[config.mk]
export PLATFORM = sky130hd
export DESIGN_NAME = psg_bus_responder
export DESIGN_NICKNAME = d
export VERILOG_FILES = /design/src/rtl/psg_pkg.sv /design/src/rtl/psg_bus_decode.sv /design/src/rtl/psg_bus_responder.sv
export SDC_FILE = /design/constraint.sdc
export NUM_CORES = 1
export LEC_CHECK = 0
export ABC_AREA = 1
export ABC_CLOCK_PERIOD_IN_PS = 5100
export BUFFER_PORTS_ARGS = -buffer_cell sky130_fd_sc_hd__buf_2
export CORE_ASPECT_RATIO = 1.25
export CORE_MARGIN = 2
export CORE_UTILIZATION = 56
export DETAILED_ROUTE_END_ITERATION = 10
export GPL_ROUTABILITY_DRIVEN = 0
export HOLD_SLACK_MARGIN = 0.15
export PLACE_DENSITY = 0.8
export SLEW_MARGIN = 10
export SYNTH_ARGS = -nofsm -noshare
export SYNTH_HDL_FRONTEND = slang
export SYNTH_SLANG_ARGS = --single-unit
[constraint.sdc]
create_clock -name I_clk -period 5.1 [get_ports I_clk]
set_input_delay 0.255 -clock I_clk [delete_from_list [all_inputs] [get_ports I_clk]]
set_output_delay 0.255 -clock I_clk [all_outputs]
set_load 0.02 [all_outputs]
[src/rtl/psg_pkg.sv]
// psg_pkg: shared bus encodings, register indices and write-mask table for the PSG register bus
package psg_pkg;

    typedef enum logic [1:0] {
        BUS_INACT = 2'b00,
        BUS_READ  = 2'b01,
        BUS_WRITE = 2'b10,
        BUS_LATCH = 2'b11
    } bus_e;

    localparam logic [3:0] R_TONE_A_L  = 4'd0;
    localparam logic [3:0] R_TONE_A_H  = 4'd1;
    localparam logic [3:0] R_TONE_B_L  = 4'd2;
    localparam logic [3:0] R_TONE_B_H  = 4'd3;
    localparam logic [3:0] R_TONE_C_L  = 4'd4;
    localparam logic [3:0] R_TONE_C_H  = 4'd5;
    localparam logic [3:0] R_NOISE     = 4'd6;
    localparam logic [3:0] R_MIXER     = 4'd7;
    localparam logic [3:0] R_VOL_A     = 4'd8;
    localparam logic [3:0] R_VOL_B     = 4'd9;
    localparam logic [3:0] R_VOL_C     = 4'd10;
    localparam logic [3:0] R_ENV_L     = 4'd11;
    localparam logic [3:0] R_ENV_H     = 4'd12;
    localparam logic [3:0] R_ENV_SHAPE = 4'd13;
    localparam logic [3:0] R_IOA       = 4'd14;
    localparam logic [3:0] R_IOB       = 4'd15;

    // Implemented bits per register; unimplemented bits are stored and read as 0.
    function automatic logic [7:0] reg_mask(input logic [3:0] a);
        return (a == R_TONE_A_H || a == R_TONE_B_H || a == R_TONE_C_H || a == R_ENV_SHAPE) ? 8'h0F :
               (a == R_NOISE || a == R_VOL_A || a == R_VOL_B || a == R_VOL_C)            ? 8'h1F :
                                                                                            8'hFF;
    endfunction

endpackage

[src/rtl/psg_bus_decode.sv]
// psg_bus_decode: turns sampled BDIR/BC into per-cycle latch/write/read/idle strobes plus a write-entry strobe
//   I_clk, I_reset : clock, async active-high reset
//   I_ena          : bus-sample enable; all strobes are low when 0
//   I_bdir, I_bc   : bus control pins
//   O_latch/O_write/O_read/O_idle : decoded bus cycle on an enabled sample
//   O_write_entry  : first enabled write sample after any non-write sample
module psg_bus_decode
    import psg_pkg::*;
(
    input  logic I_clk,
    input  logic I_reset,
    input  logic I_ena,
    input  logic I_bdir,
    input  logic I_bc,
    output logic O_latch,
    output logic O_write,
    output logic O_read,
    output logic O_idle,
    output logic O_write_entry
);

    bus_e bus;
    bus_e prev_bus;

    assign bus           = bus_e'({I_bdir, I_bc});
    assign O_latch       = I_ena && bus == BUS_LATCH;
    assign O_write       = I_ena && bus == BUS_WRITE;
    assign O_read        = I_ena && bus == BUS_READ;
    assign O_idle        = I_ena && bus == BUS_INACT;
    assign O_write_entry = O_write && prev_bus != BUS_WRITE;

    always_ff @(posedge I_clk or posedge I_reset) begin
        if (I_reset)
            prev_bus <= BUS_INACT;
        else if (I_ena)
            prev_bus <= bus;
    end

endmodule

[src/rtl/psg_bus_responder.sv]
// psg_bus_responder: PSG bus responder with a 16-entry YM2149-style register file and decoded sound parameters
//   I_clk, I_reset        : clock, async active-high reset
//   I_ena, I_bdir, I_bc   : bus enable and control; I_di carries address or data
//   O_do                  : registered read data, DO_IDLE when not reading or deselected
//   I_ioa_in, I_iob_in    : I/O port pins, read back when the port is configured as input
//   O_tone_*, O_noise, O_mixer, O_vol_*, O_env_* : register fields for the generators
//   O_env_restart         : one-cycle pulse after a write entry into the envelope shape register
//   O_ioa_out, O_iob_out  : I/O port output latches; O_selected : chip-select state
module psg_bus_responder
    import psg_pkg::*;
#(
    parameter logic [3:0] ADDR_HI = 4'h0,
    parameter logic [7:0] DO_IDLE = 8'hFF
) (
    input  logic        I_clk,
    input  logic        I_reset,
    input  logic        I_ena,
    input  logic        I_bdir,
    input  logic        I_bc,
    input  logic [7:0]  I_di,
    output logic [7:0]  O_do,
    input  logic [7:0]  I_ioa_in,
    input  logic [7:0]  I_iob_in,
    output logic [11:0] O_tone_a,
    output logic [11:0] O_tone_b,
    output logic [11:0] O_tone_c,
    output logic [4:0]  O_noise,
    output logic [7:0]  O_mixer,
    output logic [4:0]  O_vol_a,
    output logic [4:0]  O_vol_b,
    output logic [4:0]  O_vol_c,
    output logic [15:0] O_env_period,
    output logic [3:0]  O_env_shape,
    output logic        O_env_restart,
    output logic [7:0]  O_ioa_out,
    output logic [7:0]  O_iob_out,
    output logic        O_selected
);

    logic [7:0] regs [16];
    logic [3:0] addr;
    logic       selected;
    logic [7:0] do_q;
    logic       env_restart;
    logic       latch, write, read, idle, write_entry;
    logic [7:0] rd_val;

    psg_bus_decode u_decode (
        .I_clk         (I_clk),
        .I_reset       (I_reset),
        .I_ena         (I_ena),
        .I_bdir        (I_bdir),
        .I_bc          (I_bc),
        .O_latch       (latch),
        .O_write       (write),
        .O_read        (read),
        .O_idle        (idle),
        .O_write_entry (write_entry)
    );

    // Mixer bits 6/7 select port direction; an input port reads its pins.
    always_comb begin
        rd_val = (addr == R_IOA && !regs[R_MIXER][6]) ? I_ioa_in :
                 (addr == R_IOB && !regs[R_MIXER][7]) ? I_iob_in :
                                                        regs[addr];
    end

    always_ff @(posedge I_clk or posedge I_reset) begin
        if (I_reset) begin
            for (int i = 0; i < 16; i++)
                regs[i] <= '0;
            addr        <= '0;
            selected    <= 1'b0;
            do_q        <= DO_IDLE;
            env_restart <= 1'b0;
        end else begin
            env_restart <= write_entry && selected && addr == R_ENV_SHAPE;
            if (latch) begin
                selected <= I_di[7:4] == ADDR_HI;
                if (I_di[7:4] == ADDR_HI)
                    addr <= I_di[3:0];
            end
            if (write && selected)
                regs[addr] <= I_di & reg_mask(addr);
            if (read)
                do_q <= selected ? rd_val : DO_IDLE;
            if (idle)
                do_q <= DO_IDLE;
        end
    end

    assign O_do          = do_q;
    assign O_tone_a      = {regs[R_TONE_A_H][3:0], regs[R_TONE_A_L]};
    assign O_tone_b      = {regs[R_TONE_B_H][3:0], regs[R_TONE_B_L]};
    assign O_tone_c      = {regs[R_TONE_C_H][3:0], regs[R_TONE_C_L]};
    assign O_noise       = regs[R_NOISE][4:0];
    assign O_mixer       = regs[R_MIXER];
    assign O_vol_a       = regs[R_VOL_A][4:0];
    assign O_vol_b       = regs[R_VOL_B][4:0];
    assign O_vol_c       = regs[R_VOL_C][4:0];
    assign O_env_period  = {regs[R_ENV_H], regs[R_ENV_L]};
    assign O_env_shape   = regs[R_ENV_SHAPE][3:0];
    assign O_env_restart = env_restart;
    assign O_ioa_out     = regs[R_IOA];
    assign O_iob_out     = regs[R_IOB];
    assign O_selected    = selected;

endmodule

Yosys cells after proc, flatten, opt, wreduce, memory -nomap -nowiden --
Cells that the tools add are included.
Operators by class: $lt $le $gt $ge 2, eq/ne operators 14, muxes and demuxes 13, bitwise logic cells 2, reduce and logical (&&, ||, !) cells 23
Operators by type and width (number):
- $bwmux 128 | 1
- $mux 8 | 10
- $bmux 8 s4 | 1
- $demux 8 s4 | 1
- $eq 4x4->1 const B | 6
- $logic_and 1x1->1 | 11
- $and 8x8->8 | 1
- $eq 4x3->1 const B | 2
- $logic_or 1x1->1 | 6
- $ge 5x5->1 const B | 1
- $lt 5x1->1 const B | 1
- $not 4->5 | 1
- $eq 2x2->1 const B | 2
- $eq 4x1->1 const B | 1
- $eq 4x2->1 const B | 1
- $logic_not 4->1 | 1
- $eq 2x1->1 const B | 1
- $logic_not 1->1 | 2
- $logic_not 2->1 | 1
- $ne 2x2->1 const B | 1
- $reduce_and 2->1 | 1
- $reduce_bool 2->1 | 1
Storage, ports and cells: bits in registers 144, input bits 29, output and inout port bits 110, logic and storage cells 75

Longest topological paths before layout --
word-level depth 9, mapped depth 11

Modules after synthesis --
From an unflattened synthesis, not the netlist that was laid out.
Unflattened totals: cell total of the unflattened synthesis 1023, area total of the unflattened synthesis 7734.9 um^2
Modules (own cells, without submodules):
- psg_bus_responder | instances 1, cells an instance 1004, area each 7617.3 um^2, seq. area each 3563.4 um^2
- psg_bus_decode | instances 1, cells an instance 19, area each 117.6 um^2, seq. area each 50.0 um^2

Least setup slack after synthesis --
Ideal clock, no wire load.
kind register to register, start reg addr[0], end reg do_q[5], in the netlist O_do[5], data arrival time 1.332 ns, data required time 5.027 ns, slack 3.695 ns, cell stages (with the launch flop) 11, buffers on the path 3, clock period less this slack 1.405 ns, path through dfrtp_1 > buf_4 > buf_4 > buf_2 > o21ai_0 > nand2_1 > nand2_1 > nand2_1 > nand2_1 > o21bai_1 > a21oi_1
On the way: cells in the longest elaborated chain, start to end 9, elaborated cells on any way between the ends 13, classes of those cells 2 x eq/ne; 8 x mux; 1 x bitwise; 2 x reduce/logical
RTL lines:
- start: declaration | RTL line psg_bus_responder.sv:41 | logic [3:0] addr;
- start signal: assignment | RTL line psg_bus_responder.sv:81 | addr <= I_di[3:0];
- $not 4->5 (not written as such) | RTL line psg_bus_responder.sv:65 | regs[addr];
- $bmux 8 s4 | RTL line psg_bus_responder.sv:65
- $mux 8 (not written as such) (2 in series) | RTL line psg_bus_responder.sv:65
- $mux 8 | RTL line psg_bus_responder.sv:64 | (addr == R_IOB && !regs[R_MIXER][7]) ? I_iob_in :
- $mux 8 * | RTL line psg_bus_responder.sv:63 | rd_val = (addr == R_IOA && !regs[R_MIXER][6]) ? I_ioa_in :
- $mux 8 * | RTL line psg_bus_responder.sv:86 | do_q <= selected ? rd_val : DO_IDLE;
- $mux 8 * | RTL line psg_bus_responder.sv:85 | if (read)
- $mux 8 * | RTL line psg_bus_responder.sv:87 | if (idle)
- end signal: assignment | RTL line psg_bus_responder.sv:86
- end: declaration | RTL line psg_bus_responder.sv:43 | logic [7:0] do_q;
Mark *: on every way between the ends. The rest lies on a longest branch, timed or not. The select of a mux whose other input is x is not followed. A chain may end at the register's enable or synchronous reset.

Worst setup path after layout --
start reg addr[0], end reg regs (netlist bit O_env_shape[0])
On the way: cells in the longest elaborated chain, start to end 7, elaborated cells on any way between the ends 16, classes of those cells 2 x order compare; 4 x eq/ne; 4 x mux; 2 x bitwise; 4 x reduce/logical
RTL lines:
- branches (longest 6 deep; another with $ge 5x5->1)
- $bwmux 128 * | RTL line psg_bus_responder.sv:84 | regs[addr] <= I_di & reg_mask(addr);
- end signal: indexed assignment | RTL line psg_bus_responder.sv:84
- end: declaration | RTL line psg_bus_responder.sv:40 | logic [7:0] regs [16];
Every way passes the cells marked *.

==> results.ini <==
[run_status]
outcome = finished, final reports clean

[finish]
antenna_cells = 0
drive_gt1_share_pct = 20.8
area_growth_pct = 8.91
fill_cells = 1187
fin_util_pct = 62.8
layout.nets = 1073
final_common_cell = nand2_1
final_cell_count_no_fill = 1227
mostFrequentLayoutCells = 421 x nand2_1, 138 x buf_2, 135 x dfrtp_1

[grt]
antenna_found_initial = 0
grt_util_met3_pct = 5.60
grt_util_met2_pct = 46.9
grt_busiest_layer = met2
track_usage_pct = 28.4
overflow = 0
grt_first_pass_wirelength_mm = 31.6
first_global_vias = 6096
grt.met1_usage_pct = 36.0
grt_max_degree = 93

[drt]
post_drt_wl_per_cell_um = 16.6
ant_nets = 0
viasPerCell = 5.40
route.detailed.drc = 0
vias = 6622
dr.pass1.iters = 7
dr.first_iter.drc_count = 556
routed_wl_mm = 20.4

[critical_path]
crit_path_end_kind = flop
worstSetupPathType = flop to flop
worst-r2r-cell-count = 7
critPathLaunchType = flop
r2r_slack_ns = 2.59
crit_fanout = 53
regToRegStartpoint = addr[0]$_DFFE_PP0P_
required_ns = 5.37
arrival_ns = 2.78
r2r_end = O_env_shape[0]$_DFFE_PP0P_

[sta]
hold_ws_ns = 0.155
finalSetupViolCount = 0
drv_slew = 0
rsz0062_at_grt = false
period_share_pct = 49.2
hold_viol = 0
timing.setup.tns_ns = 0
finClkSkew_ns = 0.00447
tightest_slew_ns = 0.901
maxSlewHeadroom_pct = 39.8
max_freq_mhz = 399
period_needed_ns = 2.51

[power_and_ir_drop]
cellInternalPower_uw = 2080
p_comb_share_pct = 12.8
swShare_pct = 27.3
pwr_density_cell_nw_per_um2 = 343
p_leak_uw = 0.00462
peakVddDrop_uv = 195
p_seq_share_pct = 42.2
power_switching_uw = 782
p_clk_share_pct = 45.0

[logic_synthesis]
ys_ff_latch = 144
syn-num-nets = 1042
synth_cell_types = 26
synthCells = 1013
yosys_warnings = 0
synth.avg_cell_area_um2 = 7.57
netlist_area_um2 = 7670
seq_area_frac_synth_pct = 47.1

[floorplanning]
die-height_um = 135
die_area_um2 = 14600
rows = 47
coreArea_um2 = 13300
fp.dieW_um = 109
initial_core_util_pct = 57.7
io_pins = 139

[placed_design]
numPortBuffers = 138
placed_cells = 1189
dp.final_hpwl_mm = 13.8

[clock_tree]
h-tree-depth = 4
cts_made_buffers = 17
cts_buffer_depth = 2
clockRootBuffer = clkbuf_16
cts_tree = yes
clk_pin_slew_ns = 0.06
clock-sinks = 144
post-cts-setup-buffer-count = 0
clk_latency_ns = 0.42

[worst_hold_path]
min_to = O_do[7]$_DFFE_PP1P_
hold_class = primary input to flop
min_path_cells = 5
worstHoldStart = I_ioa_in[7]

[flow_run]
max-cap-violations = 0

logic make-up after synthesis:
family,Yosys count,share of synthesized area [%]
simple gates,522,27.9
buf+inv,211,15.9
flops,144,47.1
compound gates,136,9.14
per-layer routing:
layer	part of all wire, %	routed length [µm]	up-vias
li1	-	-	3111
met1	40	8160	3180
met2	50	10200	276
met3	6.3	1280	55
met4	3.6	728	0
met5	0	0	-
power by group through the flow:
stage | logic, µW | clock network (µW) | registers (µW)
2_1_floorplan | 277 | 0 | 1220
3_3_place_gp | 350 | 0 | 1230
3_5_place_dp | 354 | 0 | 1230
4_1_cts | 363 | 1290 | 1210
5_1_grt | 404 | 1340 | 1210
6_report | 368 | 1290 | 1210
critical path: stages (launching register included):
cell and delay (ns):
dfrtp_2 0.75, inv_2 0.54, nor2_1 0.31, inv_1 0.22, nor2_4 0.20, inv_1 0.14
nand2_1 0.08, o21ai_0 0.08
repair_timing:
item | 4_1_cts | 5_1_grt
endpoints found under the hold margin | 97 | 0
hold buffers | 7 | 0
resized for setup | 0 | 0
sequential cells by signal, indices dropped and copies added, names as in the netlist, 2 cells and up:
name               flops
regs                  28
O_env_period          16
O_tone_a              12
O_tone_b              12
O_tone_c              12
O_do                   8
O_ioa_out              8
O_iob_out              8
O_mixer                8
O_noise                5
O_vol_a                5
O_vol_b                5
O_vol_c                5
O_env_shape            4
addr                   4
u_decode.prev_bus      2
synthesized netlist by cell type, drive strengths merged:
cell	instances	area [µm²]
nand4	1	6.26
nand2	424	1600
clkinv	1	3.75
dfstp	8	210
nand3	31	183
a21oi	10	50.1
dfrtp	136	3400
inv	74	278
o21bai	8	60.1
nor3	2	10.0
clkbuf	8	30.0
and3	1	6.26
buf	128	905
nor2	63	327
o21ai	118	591
worst max path at each step:
stage / start / endpoint / slack, ns / cells past startpoint
global placement: addr[0]$_DFFE_PP0P_ / O_env_shape[1]$_DFFE_PP0P_ / 2.70 / 7
floorplan: I_reset / O_env_period[0]$_DFFE_PP0P_ / 0.99 / 1
global route: addr[0]$_DFFE_PP0P_ / O_env_shape[0]$_DFFE_PP0P_ / 2.39 / 7
finish: addr[0]$_DFFE_PP0P_ / O_env_shape[0]$_DFFE_PP0P_ / 2.59 / 7
detailed placement: addr[0]$_DFFE_PP0P_ / O_env_shape[0]$_DFFE_PP0P_ / 2.63 / 7
CTS: addr[0]$_DFFE_PP0P_ / O_env_shape[0]$_DFFE_PP0P_ / 2.63 / 7
metrics by stage:
stage	worst slack [ns]	area, µm²	power [µW]
2_1_floorplan	0.992	7670	1490
3_3_place_gp	2.70	7660	1580
3_5_place_dp	2.63	7660	1580
4_1_cts	2.63	8350	2860
5_1_grt	2.39	8350	2950
6_report	2.59	8350	2860
area by class of cell:
type	count	area [µm²]	share of cell area [%]
timing repair buffer	148	783	9.38
multi-input combinational	658	2840	34.0
clock buffer	21	480	5.75
clock inverter	10	134	1.60
tap	171	214	2.56
inverter	75	287	3.43
sequential	144	3610	43.3
No activity file was read; power rests on OpenSTA's default activity.
